===== src/rtl/phase_realigner_if.sv =====
// Packet word bus into the phase realigner and the realigned block/header bus out of it.
// The master side drives packet words; the slave side is the realigner.
interface phase_realigner_if #(
  parameter int IDX_W = 8
);
  logic [288:0]     i_text;
  logic [0:3]       i_state;
  logic             i_ready;

  logic [127:0]     o_block;
  logic [160:0]     o_side;
  logic [IDX_W-1:0] o_blk_idx;
  logic             o_valid;
  logic             o_last;
  logic [111:0]     o_hdr;
  logic             o_hdr_valid;
  logic             o_err;

  modport master (
    output i_text, i_state, i_ready,
    input  o_block, o_side, o_blk_idx, o_valid, o_last, o_hdr, o_hdr_valid, o_err
  );

  modport slave (
    input  i_text, i_state, i_ready,
    output o_block, o_side, o_blk_idx, o_valid, o_last, o_hdr, o_hdr_valid, o_err
  );
endinterface


===== src/rtl/phase_realigner.sv =====
// Strips the 16-bit phase offset from packet words and rebuilds word-aligned 128-bit cipher blocks.
// Optional macro PHASE_REALIGN_STATS_EN adds packet and error counters (o_pkt_cnt, o_err_cnt).
module phase_realigner #(
  parameter int OFFSET_W   = 16,
  parameter int IDX_W      = 8,
  parameter int MAX_BLOCKS = 255
) (
  input  logic clk,
  input  logic rst_n,
  phase_realigner_if.slave bus
`ifdef PHASE_REALIGN_STATS_EN
  ,
  output logic [31:0] o_pkt_cnt,
  output logic [15:0] o_err_cnt
`endif
);

  localparam int BODY_W = 128 - OFFSET_W;
  localparam logic [IDX_W-1:0] MAX_IDX = IDX_W'(MAX_BLOCKS);

  localparam logic [3:0] ST_FIRST  = 4'd1;
  localparam logic [3:0] ST_SECOND = 4'd2;
  localparam logic [3:0] ST_INNER  = 4'd4;
  localparam logic [3:0] ST_LAST   = 4'd8;

  typedef enum logic {
    IDLE = 1'b0,
    BODY = 1'b1
  } state_t;

  state_t              state_reg;
  logic [OFFSET_W-1:0] lo_reg;
  logic [IDX_W-1:0]    idx_reg;

  logic [127:0]        block_reg;
  logic [160:0]        side_reg;
  logic [IDX_W-1:0]    blk_idx_reg;
  logic                valid_reg;
  logic                last_reg;
  logic [BODY_W-1:0]   hdr_reg;
  logic                hdr_valid_reg;
  logic                err_reg;

  logic [127:0]        payload;
  logic [160:0]        side;
  logic [3:0]          word_type;
  logic                is_first;
  logic                is_mid;
  logic                is_last;

  assign payload   = bus.i_text[288:161];
  assign side      = bus.i_text[160:0];
  assign word_type = bus.i_state;
  assign is_first  = (word_type == ST_FIRST);
  assign is_mid    = (word_type == ST_SECOND) || (word_type == ST_INNER);
  assign is_last   = (word_type == ST_LAST);

  always_ff @(posedge clk or negedge rst_n) begin
    if (!rst_n) begin
      state_reg     <= IDLE;
      lo_reg        <= '0;
      idx_reg       <= '0;
      block_reg     <= '0;
      side_reg      <= '0;
      blk_idx_reg   <= '0;
      valid_reg     <= 1'b0;
      last_reg      <= 1'b0;
      hdr_reg       <= '0;
      hdr_valid_reg <= 1'b0;
      err_reg       <= 1'b0;
    end else begin
      valid_reg     <= 1'b0;
      last_reg      <= 1'b0;
      hdr_valid_reg <= 1'b0;
      err_reg       <= 1'b0;
      if (bus.i_ready) begin
        if (is_first) begin
          // A FIRST inside a packet aborts it; the new packet still starts this cycle.
          err_reg       <= (state_reg == BODY);
          lo_reg        <= payload[127 -: OFFSET_W];
          hdr_reg       <= payload[BODY_W-1:0];
          hdr_valid_reg <= 1'b1;
          idx_reg       <= '0;
          state_reg     <= BODY;
        end else if (state_reg == IDLE) begin
          err_reg <= 1'b1;
        end else if ((is_mid || is_last) && (idx_reg != MAX_IDX)) begin
          block_reg   <= {payload[BODY_W-1:0], lo_reg};
          side_reg    <= side;
          blk_idx_reg <= idx_reg;
          valid_reg   <= 1'b1;
          if (is_last) begin
            last_reg  <= 1'b1;
            state_reg <= IDLE;
          end else begin
            idx_reg <= idx_reg + 1'b1;
            lo_reg  <= payload[127 -: OFFSET_W];
          end
        end else begin
          // Overrun or malformed word type: abandon the packet.
          err_reg   <= 1'b1;
          state_reg <= IDLE;
        end
      end
    end
  end

  assign bus.o_block     = block_reg;
  assign bus.o_side      = side_reg;
  assign bus.o_blk_idx   = blk_idx_reg;
  assign bus.o_valid     = valid_reg;
  assign bus.o_last      = last_reg;
  assign bus.o_hdr       = hdr_reg;
  assign bus.o_hdr_valid = hdr_valid_reg;
  assign bus.o_err       = err_reg;

`ifdef PHASE_REALIGN_STATS_EN
  logic [31:0] pkt_cnt_reg;
  logic [15:0] err_cnt_reg;

  // Counters follow the registered pulses, so they lag the pulse by one cycle.
  always_ff @(posedge clk or negedge rst_n) begin
    if (!rst_n) begin
      pkt_cnt_reg <= '0;
      err_cnt_reg <= '0;
    end else begin
      if (valid_reg && last_reg) begin
        pkt_cnt_reg <= pkt_cnt_reg + 32'd1;
      end
      if (err_reg && (err_cnt_reg != 16'hFFFF)) begin
        err_cnt_reg <= err_cnt_reg + 16'd1;
      end
    end
  end

  assign o_pkt_cnt = pkt_cnt_reg;
  assign o_err_cnt = err_cnt_reg;
`endif

endmodule


===== src/flat_wrapper.sv =====
// flat-port wrapper written by rule: the top's interface ports become plain ports
module phase_realigner_flat 
#(
  parameter int OFFSET_W   = 16,
  parameter int IDX_W      = 8,
  parameter int MAX_BLOCKS = 255
)
  (clk, rst_n, bus_i_text, bus_i_state, bus_i_ready, bus_o_block, bus_o_side, bus_o_blk_idx, bus_o_valid, bus_o_last, bus_o_hdr, bus_o_hdr_valid, bus_o_err);
  phase_realigner_if #(.IDX_W(IDX_W)) bus_i ();
  input  logic clk;
  input  logic rst_n;
  input wire logic [$bits(bus_i.i_text)-1:0] bus_i_text;
  input wire logic [$bits(bus_i.i_state)-1:0] bus_i_state;
  input wire logic [$bits(bus_i.i_ready)-1:0] bus_i_ready;
  output wire logic [$bits(bus_i.o_block)-1:0] bus_o_block;
  output wire logic [$bits(bus_i.o_side)-1:0] bus_o_side;
  output wire logic [$bits(bus_i.o_blk_idx)-1:0] bus_o_blk_idx;
  output wire logic [$bits(bus_i.o_valid)-1:0] bus_o_valid;
  output wire logic [$bits(bus_i.o_last)-1:0] bus_o_last;
  output wire logic [$bits(bus_i.o_hdr)-1:0] bus_o_hdr;
  output wire logic [$bits(bus_i.o_hdr_valid)-1:0] bus_o_hdr_valid;
  output wire logic [$bits(bus_i.o_err)-1:0] bus_o_err;
  assign bus_i.i_text = bus_i_text;
  assign bus_i.i_state = bus_i_state;
  assign bus_i.i_ready = bus_i_ready;
  assign bus_o_block = bus_i.o_block;
  assign bus_o_side = bus_i.o_side;
  assign bus_o_blk_idx = bus_i.o_blk_idx;
  assign bus_o_valid = bus_i.o_valid;
  assign bus_o_last = bus_i.o_last;
  assign bus_o_hdr = bus_i.o_hdr;
  assign bus_o_hdr_valid = bus_i.o_hdr_valid;
  assign bus_o_err = bus_i.o_err;
  phase_realigner #(.OFFSET_W(OFFSET_W), .IDX_W(IDX_W), .MAX_BLOCKS(MAX_BLOCKS)) u_core (.clk(clk), .rst_n(rst_n), .bus(bus_i));
endmodule

===== config.mk =====
export PLATFORM = sky130hd
export DESIGN_NAME = phase_realigner_flat
export DESIGN_NICKNAME = d
export VERILOG_FILES = /design/src/rtl/phase_realigner_if.sv /design/src/rtl/phase_realigner.sv /design/src/flat_wrapper.sv
export SDC_FILE = /design/constraint.sdc
export NUM_CORES = 1
export LEC_CHECK = 0
export CAP_MARGIN = 20
export CORE_AREA = 2 2 277 279
export DETAILED_ROUTE_END_ITERATION = 8
export DIE_AREA = 0 0 279 281
export GPL_ROUTABILITY_DRIVEN = 0
export PLACE_DENSITY = 0.52
export SYNTH_ARGS = -nofsm -noshare
export SYNTH_HDL_FRONTEND = slang
export SYNTH_SLANG_ARGS = --single-unit

===== constraint.sdc =====
create_clock -name clk -period 2.4 [get_ports clk]
set_input_delay 0.72 -clock clk [delete_from_list [all_inputs] [get_ports clk]]
set_output_delay 0.72 -clock clk [all_outputs]
set_load 0.05 [all_outputs]

; Word-level counts from Yosys, hierarchy flattened
; Index checks and enable logic that the tools add are counted.
[word_totals]
reg_bits = 438
out_inout_bits = 413
word_cells = 54
[op_classes]
n_addsub = 1
eq_ne = 6
mux = 27
n_bitwise = 1
n_reduce_logical = 8
[ops]
columns = operator, count
row1 = 16-bit two-way mux, 4
row2 = 8-bit two-way mux, 4
row3 = 1-bit two-way mux, 19
row4 = 8-bit by 1-bit adder with 8-bit output (second input constant), 1
row5 = 8-bit != test (second input constant), 1
row6 = 4-bit AND reduction, 2
row7 = 4-bit by 1-bit equality test with 1-bit output (second input constant), 1
row8 = 4-bit by 2-bit equality test with 1-bit output (second input constant), 1
row9 = 4-bit by 3-bit equality test with 1-bit output (second input constant), 1
row10 = 4-bit equality test (second input constant), 1
row11 = 2-bit nonzero test, 2
row12 = 1-bit logical OR, 2
row13 = 2-bit by 1-bit != test with 1-bit output (second input constant), 1
row14 = 2-bit AND reduction, 1
row15 = 1-bit logical AND, 1
row16 = 1-bit inverter, 1

; Longest topological paths before layout
; Gate-level depths: netlist (run 1).
[logic_depth]
depth_word = 8
ltp_mapped = 8
ltp_nobuf = 6

; Worst setup path before layout (run 1)
; OpenSTA, ideal clock, no wires.
[synth_path]
path_kind = input -> register
from = input bus_i_state[1]
to = register u_core.lo_reg[0]
arrival_time_ns = 2.169
t_required_ns = 2.275
slack_ns = 0.106
cell_stages = 6
path_cell_list = or4b_4 -> or2_1 -> buf_6 -> o21ai_4 -> buf_6 -> mux2_2
[synth_between]
elab_chain_cells = 6
elab_cells_between_ends = 12
cone_classes = 5 x eq/ne / 1 x mux / 6 x reduce/logical
[synth_lines]
columns = element, line_no
row1 = from (decl), flat_wrapper.sv:13  ; input wire logic [$bits(bus_i.i_state)-1:0] bus_i_state;
row2 = 4-bit by 2-bit equality test with 1-bit output / 4-bit by 3-bit equality test with 1-bit output (equally long branches), phase_realigner.sv:55  ; assign is_mid = (word_type == ST_SECOND) || (word_type == ST_INNER);
row3 = 1-bit logical OR, phase_realigner.sv:55
row4 = 1-bit logical OR, phase_realigner.sv:87  ; end else if ((is_mid || is_last) && (idx_reg != MAX_IDX)) begin
row5 = 1-bit logical AND, phase_realigner.sv:87
row6 = 2-bit nonzero test (no source line), --
row7 = 4-bit AND reduction (no source line), --
row8 = to (signal assigned), phase_realigner.sv:80  ; lo_reg <= payload[127 -: OFFSET_W];
row9 = to (signal assigned), phase_realigner.sv:97  ; lo_reg <= payload[127 -: OFFSET_W];
row10 = to (decl), phase_realigner.sv:32  ; logic [OFFSET_W-1:0] lo_reg;
; Several ways; a longest one is shown, not always the timed one.
; A chain may end at the register's enable or synchronous reset.

; Worst setup path after layout (run 1)
[layout_path]
from = input bus_i_state[1]
to = register u_core.hdr_reg[6], in the netlist u_core.bus.o_hdr[6]
[layout_between]
elab_chain_cells = 2
[layout_lines]
columns = element, line_no
row1 = 4-bit by 1-bit equality test with 1-bit output, phase_realigner.sv:54  ; assign is_first = (word_type == ST_FIRST);
row2 = 2-bit AND reduction (no source line), --
row3 = to (signal assigned), phase_realigner.sv:81  ; hdr_reg <= payload[BODY_W-1:0];
row4 = to (decl), phase_realigner.sv:40  ; logic [BODY_W-1:0] hdr_reg;
; No other way between the ends.

==> flow_summary.toml, run 1 <==
[cts]
cts_made_buffers = 52
cts_setup_buffers = 0
clkTransAtPathRegs_ps = 60
cts-root-buf = "clkbuf_16"
htree_levels = 2
cts_tree = "built"
cts.sinks = 438
clk_latency_ps = 580
cts.path.max_buffers = 3

[setup_path]
path_cells = "clkdlybuf4s50_1, or4b_4, or2_4, buf_12, buf_12, nand2_1, nand2_1"
arrival_ps = 2860
crit_path_start = "bus_i_state[1]"
cp-start-kind = "primary input"
reg2reg_slack_ps = 150
slowest_delay_ps = 570
critPathKind = "primary input to flop"
r2r_cells = 7
worstPathBufferInverterCount = 3
cp_top_family = "simple AND/OR/NAND/NOR gates"
r2r-start = "u_core.idx_reg[0]"
slowest_stage = "or4b_4"
required_ps = 2860
crit_cells = 7
crit_path_end_kind = "flop"
r2r-end = "u_core.bus.o_side[126]"
path_max_fanout = 109

[final_layout]
fin_nets = 2262
drive_above_1_share_pct = 24.85
fill_cells = 7569
area.growth.synth_to_final_pct = 59.37
largest_register_ffs = 161

[pwr]
p_leak_nw = 13.12
peakVddDrop_mv = 0.6316
finalPower_mw = 31.56
powerDensity_nw_per_um2 = 1199

[global_routing]
overflow = 0
grt_antenna_before_repair = 0
grt_pass1_vias = 13166
grt_pass1_wl_um = 84590
grt_max_degree = 110
track_usage_pct = 14.09

[detailed_routing]
wl_um = 56940
vias = 12117
drtIter0Drc = 414
wl_per_cell_um = 19.06
drt-vias-per-instance = 4.057
final_antenna_net_count = 0
firstDrtPassIters = 4
drc = 0

[logic_synthesis]
ys_warn_count = 0
synthCells = 1207
syn_avg_cell_area_um2 = 13.68
synth_nets = 1504
yosysSeqAreaShare_pct = 66.38
synth.distinct_cells = 34
syn-cell-area_um2 = 16510
synth_seq_cells = 438

[sta]
fin_crit_sh_pct = 99.86
slew_headroom_pct = 54.39
fmax_mhz = 417.3
fin_ws_ps = 3.392
fin_crit_ps = 2397
hold_viol = 0
worstMarginPinSlew_ps = 684.2
slew_viol_final = 0
setup_violations = 0
fin_worst_skew_ps = 16.72
rsz0062_at_grt = "false"
timing.hold.ws_ps = 467.2

[worst_hold_path]
hp-class = "flop to flop"
hold_start = "u_core.bus.o_hdr[52]"
holdPathEnd = "u_core.bus.o_hdr[52]"
hold_depth = 2

[floorplanning]
coreArea_um2 = 75440
num_io_pins = 709
start_util_pct = 21.89
dieArea_um2 = 78400
core.rowCount = 101
die-height_um = 281
die_w_um = 279

[placed_design]
hpwl_um = 43110
portBuffers = 708
pre_cts_ws_ps = -496.5

[run_status]
status = "finished clean"

[job]
drv_cap = 0
==> synth_stat cells <==
| cell | n | area share (%) |
|---|---|---|
| inv_1 | 4 | 0.091 |
| o211ai_1 | 4 | 0.18 |
| dfrtp_1 | 438 | 66 |
| nor3_1 | 1 | 0.030 |
| mux2i_1 | 3 | 0.18 |
| nor4_1 | 2 | 0.076 |
| nand2b_1 | 3 | 0.11 |
| ha_1 | 1 | 0.076 |
| nand3_1 | 4 | 0.12 |
| nand3_2 | 1 | 0.061 |
| or4_1 | 2 | 0.091 |
| mux2_2 | 307 | 21 |
| nor2b_1 | 1 | 0.038 |
| clkinv_2 | 1 | 0.030 |
| clkbuf_1 | 7 | 0.16 |
| nand2_1 | 347 | 7.9 |
| buf_4 | 10 | 0.45 |
| nor3b_1 | 1 | 0.045 |
| mux2_1 | 6 | 0.41 |
| xor2_1 | 1 | 0.053 |
| buf_2 | 33 | 1.0 |
| nor2_1 | 2 | 0.045 |
| or4b_4 | 2 | 0.17 |
| o21ai_0 | 4 | 0.12 |
| buf_6 | 10 | 0.68 |
| inv_2 | 1 | 0.023 |
| o21ai_4 | 1 | 0.099 |
| or2_1 | 2 | 0.076 |
| or3_1 | 2 | 0.076 |
| a21oi_1 | 1 | 0.030 |
| a211o_1 | 2 | 0.11 |
| o2bb2ai_1 | 1 | 0.053 |
| o211a_1 | 1 | 0.061 |
| nand4_1 | 1 | 0.038 |
==> worst reg2reg max path, cell delays in order, from the launching register on <==
cell	delay [ps]
dfrtp_1	420
ha_1	250
nand3_1	160
or2_1	240
nand3_4	140
inv_8	200
buf_12	320
mux2_2	410
==> placed cells by master (no fill, tap or decap), types with 2 or more instances in the layout <==
cell type	netlist	layout
dfrtp_1	438	438
dlygate4sd2_1	0	365
nand2_1	347	347
mux2_2	307	307
clkdlybuf4s50_1	0	294
buf_4	10	84
clkbuf_16	0	53
buf_12	0	19
clkbuf_1	7	16
clkbuf_8	0	16
mux2_1	6	6
inv_1	4	4
o21ai_0	4	4
nand3_1	4	4
o211ai_1	4	4
mux2i_1	3	3
nand2b_1	3	3
clkinvlp_4	0	3
clkinv_2	1	3
bufinv_16	0	3
or4b_4	2	2
nor2_1	2	2
nor4_1	2	2
or4_1	2	2
a211o_1	2	2
or3_1	2	2
inv_6	0	2
==> metal layers <==
layer  up-vias  global-route usage, %  part of all wire [%]
met1      6068                  15.47                    37
li1       5572                      -                     -
met5         -                      0                     0
met3        77                  4.448                   7.4
met2       400                  25.81                    53
met4         0                  4.315                   2.4
==> logic make-up after synthesis <==
kind of cell	count (synthesis)	share of synthesized area, %
mux	316	21.53
xor+xnor	1	0.05306
fa+ha+maj	1	0.07577
buf+inv	66	2.440
compound gates	14	0.6518
flops	438	66.38
simple gates	371	8.866
==> area by class of cell <==
cell class | instances | area [um^2] | share of cell area [%]
diodes | 1 | 2.502 | 0.009510
clock buffers | 85 | 1607 | 6.106
clock inverters | 12 | 153.9 | 0.5849
inverters | 6 | 32.53 | 0.1236
multi-input cells | 703 | 5157 | 19.60
flip-flops and latches | 438 | 10960 | 41.65
well taps | 978 | 1224 | 4.650
repair buffers | 764 | 7176 | 27.27
==> through the flow <==
stage	instances	cell area, um^2	util (%)	setup TNS, ps
final	2987	26310	34.88	0
after CTS	2986	26310	34.87	0
after floorplan	1207	16510	-	0
after detailed placement	2888	25000	33.13	-160640
after global placement	2888	25000	33.13	-152790
after global routing	2986	26310	34.87	0
==> how the worst max path moves through the flow <==
stage,to,slack (ps)
after global placement,u_core.bus.o_hdr[109],-490
after detailed placement,u_core.bus.o_side[132],-500
after floorplan,u_core.lo_reg[0],110
after CTS,bus_o_block[22],70
after global routing,u_core.bus.o_side[132],30
final,u_core.bus.o_hdr[6],3
==> repair_timing <==
item	4_1_cts	5_1_grt
hold buffers	1	0
endpoints found under the hold margin	22	0
gates resized for setup	365	0
setup endpoints to repair	365	0
==> report_power, final <==
group	internal, mW	total, mW	switching, mW
Sequential	9.46	10.5	1.07
Clock	4.88	8.04	3.16
Combinational	3.73	13.0	9.26
Total	18.1	31.6	13.5
Power figures use the tool's default switching activity.
==> run 2, diff against run 1 <==
- HOLD_SLACK_MARGIN: default -> 0.06
==> results of run 2 <==
Same layout as run 1: the final DEF is identical, and so are final timing and power.
==> run 3, diff against run 2 <==
- CORE_AREA: 2 2 277 279 -> 2 2 275 277
- DIE_AREA: 0 0 279 281 -> 0 0 277 279
- PLACE_DENSITY: 0.52 -> 0.54
- SETUP_SLACK_MARGIN: default -> 0.3
- clock period: 2.4 -> 2 ns (I/O delays scaled with it)
==> run 3 against run 2 <==
Effect of this change: global-route usage up 2.0 points; hold slack worse by 21 ps; combinational power up 50%; largest power group unchanged; highest routed layer is now met5; sequential share of layout area down 6.0 points; the flow now finishes with violations (setup timing); die area down 1.4%; cell count up 6.3%.
==> flow_summary.toml, run 3 (synthesized netlist as in run 1, its figures left out) <==
[run_status]
status = "finished, violations left"
violations = "setup timing"

[sta]
fin_crit_sh_pct = 100.6
fin_crit_ps = 2011
timing.hold.ws_ps = 445.8
hold_viol = 0
fin_tns_setup_ps = -108.2
fin_worst_skew_ps = 12.47
slew_headroom_pct = 67.66
setup_violations = 23
slew_viol_final = 0
fin_ws_ps = -11.32
fmax_mhz = 497.2
rsz0062_at_grt = "true"
worstMarginPinSlew_ps = 485.1

[detailed_routing]
drc = 0
drt-vias-per-instance = 4.126
wl_per_cell_um = 20.38
wl_um = 64730
final_antenna_net_count = 0
firstDrtPassIters = 4
drtIter0Drc = 412
vias = 13104

[job]
drv_cap = 0

[global_routing]
grt_pass1_vias = 14021
grt_max_degree = 67
grt_antenna_before_repair = 4
track_usage_pct = 16.10
overflow = 0
grt_pass1_wl_um = 94290

[setup_path]
cp-start-kind = "flop"
crit_path_end_kind = "flop"
arrival_ps = 2470
critPathKind = "flop to flop"
path_max_fanout = 12
required_ps = 2460
slowest_delay_ps = 340
path_cells = "nand4_1, or2_4, nand3_4, buf_12, inv_16, buf_16, buf_12, buf_16, mux2_4"
slowest_stage = "dfrtp_1"

[cts]
clkTransAtPathRegs_ps = 60
cts.sinks = 438
cts.path.max_buffers = 3
cts_tree = "built"
cts-root-buf = "clkbuf_16"
cts_made_buffers = 51
htree_levels = 2
clk_latency_ps = 580

[final_layout]
final_common_cell = "dfrtp_1"
largest_register_ffs = 161
fin_area_um2 = 30790
fin_nets = 2464
drive_above_1_share_pct = 49.71
mostFrequentLayoutCells = "437 x dfrtp_1, 367 x buf_4, 347 x nand2_1, 313 x mux2_4, 289 x clkdlybuf4s50_1"
area.growth.synth_to_final_pct = 86.47
fin_cells = 3176

[pwr]
finalPower_mw = 42.69
powerDensity_nw_per_um2 = 1387
p_leak_nw = 15.18
peakVddDrop_mv = 0.7687

[floorplanning]
core.rowCount = 100
num_io_pins = 709
start_util_pct = 22.29
dieArea_um2 = 77280
die-height_um = 279
die_w_um = 277
coreArea_um2 = 74070

[placed_design]
portBuffers = 708
hpwl_um = 43010
placed_cell_area_um2 = 25390
placed_cells = 2892

[worst_hold_path]
hp-class = "primary input to flop"
[run 3: cell types whose count changed in the layout (fill, tap and decap cells not counted), sizes merged]
cell / before / now
clkbuf: 85 / 76
bufinv: 3 / 8
clkinv: 4 / 7
bufbuf: 0 / 1
inv: 8 / 7
clkdlybuf4s50: 294 / 289
dlygate4sd2: 365 / 1
diode: 1 / 2
clkinvlp: 3 / 4
buf: 104 / 670
[run 3: what timing repair did]
action	in CTS	in global routing
hold endpoints to repair	23	0
gates resized for setup	199	148
pin swaps	8	3
buffers inserted	80	75
endpoints found under the setup margin	849	803
cloned	31	4
hold buffers	1	0
[run 3: per-layer routing]
metal | up-vias | GRT usage (%) | wire length (um)
met4 | 4 | 6.717 | 2602
met2 | 495 | 27.55 | 32230
met5 | - | 0 | 26
li1 | 5972 | - | -
met1 | 6506 | 18.40 | 24720
met3 | 127 | 5.422 | 5158
[run 3: worst max-delay path, delay by kind of cell, from the launching register on]
| family | cells | cell delay (ps) |
|---|---|---|
| flops | 1 | 340 |
| buf+inv | 5 | 630 |
| simple gates | 3 | 600 |
| mux | 1 | 300 |
[run 3: final timing paths]
check                                     start                endpoint  slack [ps]  cells past startpoint
min                              bus_i_state[1]       u_core.bus.o_last         450                      4
min reg2reg                u_core.bus.o_hdr[98]    u_core.bus.o_hdr[98]         470                      2
max                           u_core.idx_reg[7]  u_core.bus.o_side[127]         -10                      9
max reg2reg                   u_core.idx_reg[7]  u_core.bus.o_side[127]         -10                      9
min in group asynchronous                 rst_n  u_core.bus.o_block[81]         470                      2
max in group asynchronous                 rst_n  u_core.bus.o_side[143]         800                      3
[run 3: layout make-up]
| cell class | instances | area, um^2 |
|---|---|---|
| sequential | 438 | 10960 |
| tap | 969 | 1212 |
| clock inverter | 19 | 305.3 |
| clock buffer | 72 | 1508 |
| fill | 6842 | 43280 |
| inverter | 6 | 55.05 |
| antenna | 2 | 5.005 |
| timing repair inverter | 1 | 11.26 |
| multi-input combinational | 703 | 6462 |
| timing repair buffer | 966 | 10270 |
[run 3: power breakdown]
| part | switching, mW | internal, mW |
|---|---|---|
| logic | 11.5 | 7.94 |
| clock network | 3.83 | 6.25 |
| registers | 1.76 | 11.4 |
[run 3: through the flow]
step / worst slack (ps) / utilization [%]
after floorplan: -172.9 / -
after global placement: -741.7 / 34.28
after detailed placement: -787.8 / 34.28
after CTS: -2.454 / 39.88
after global routing: -65.69 / 41.56
final: -11.32 / 41.56
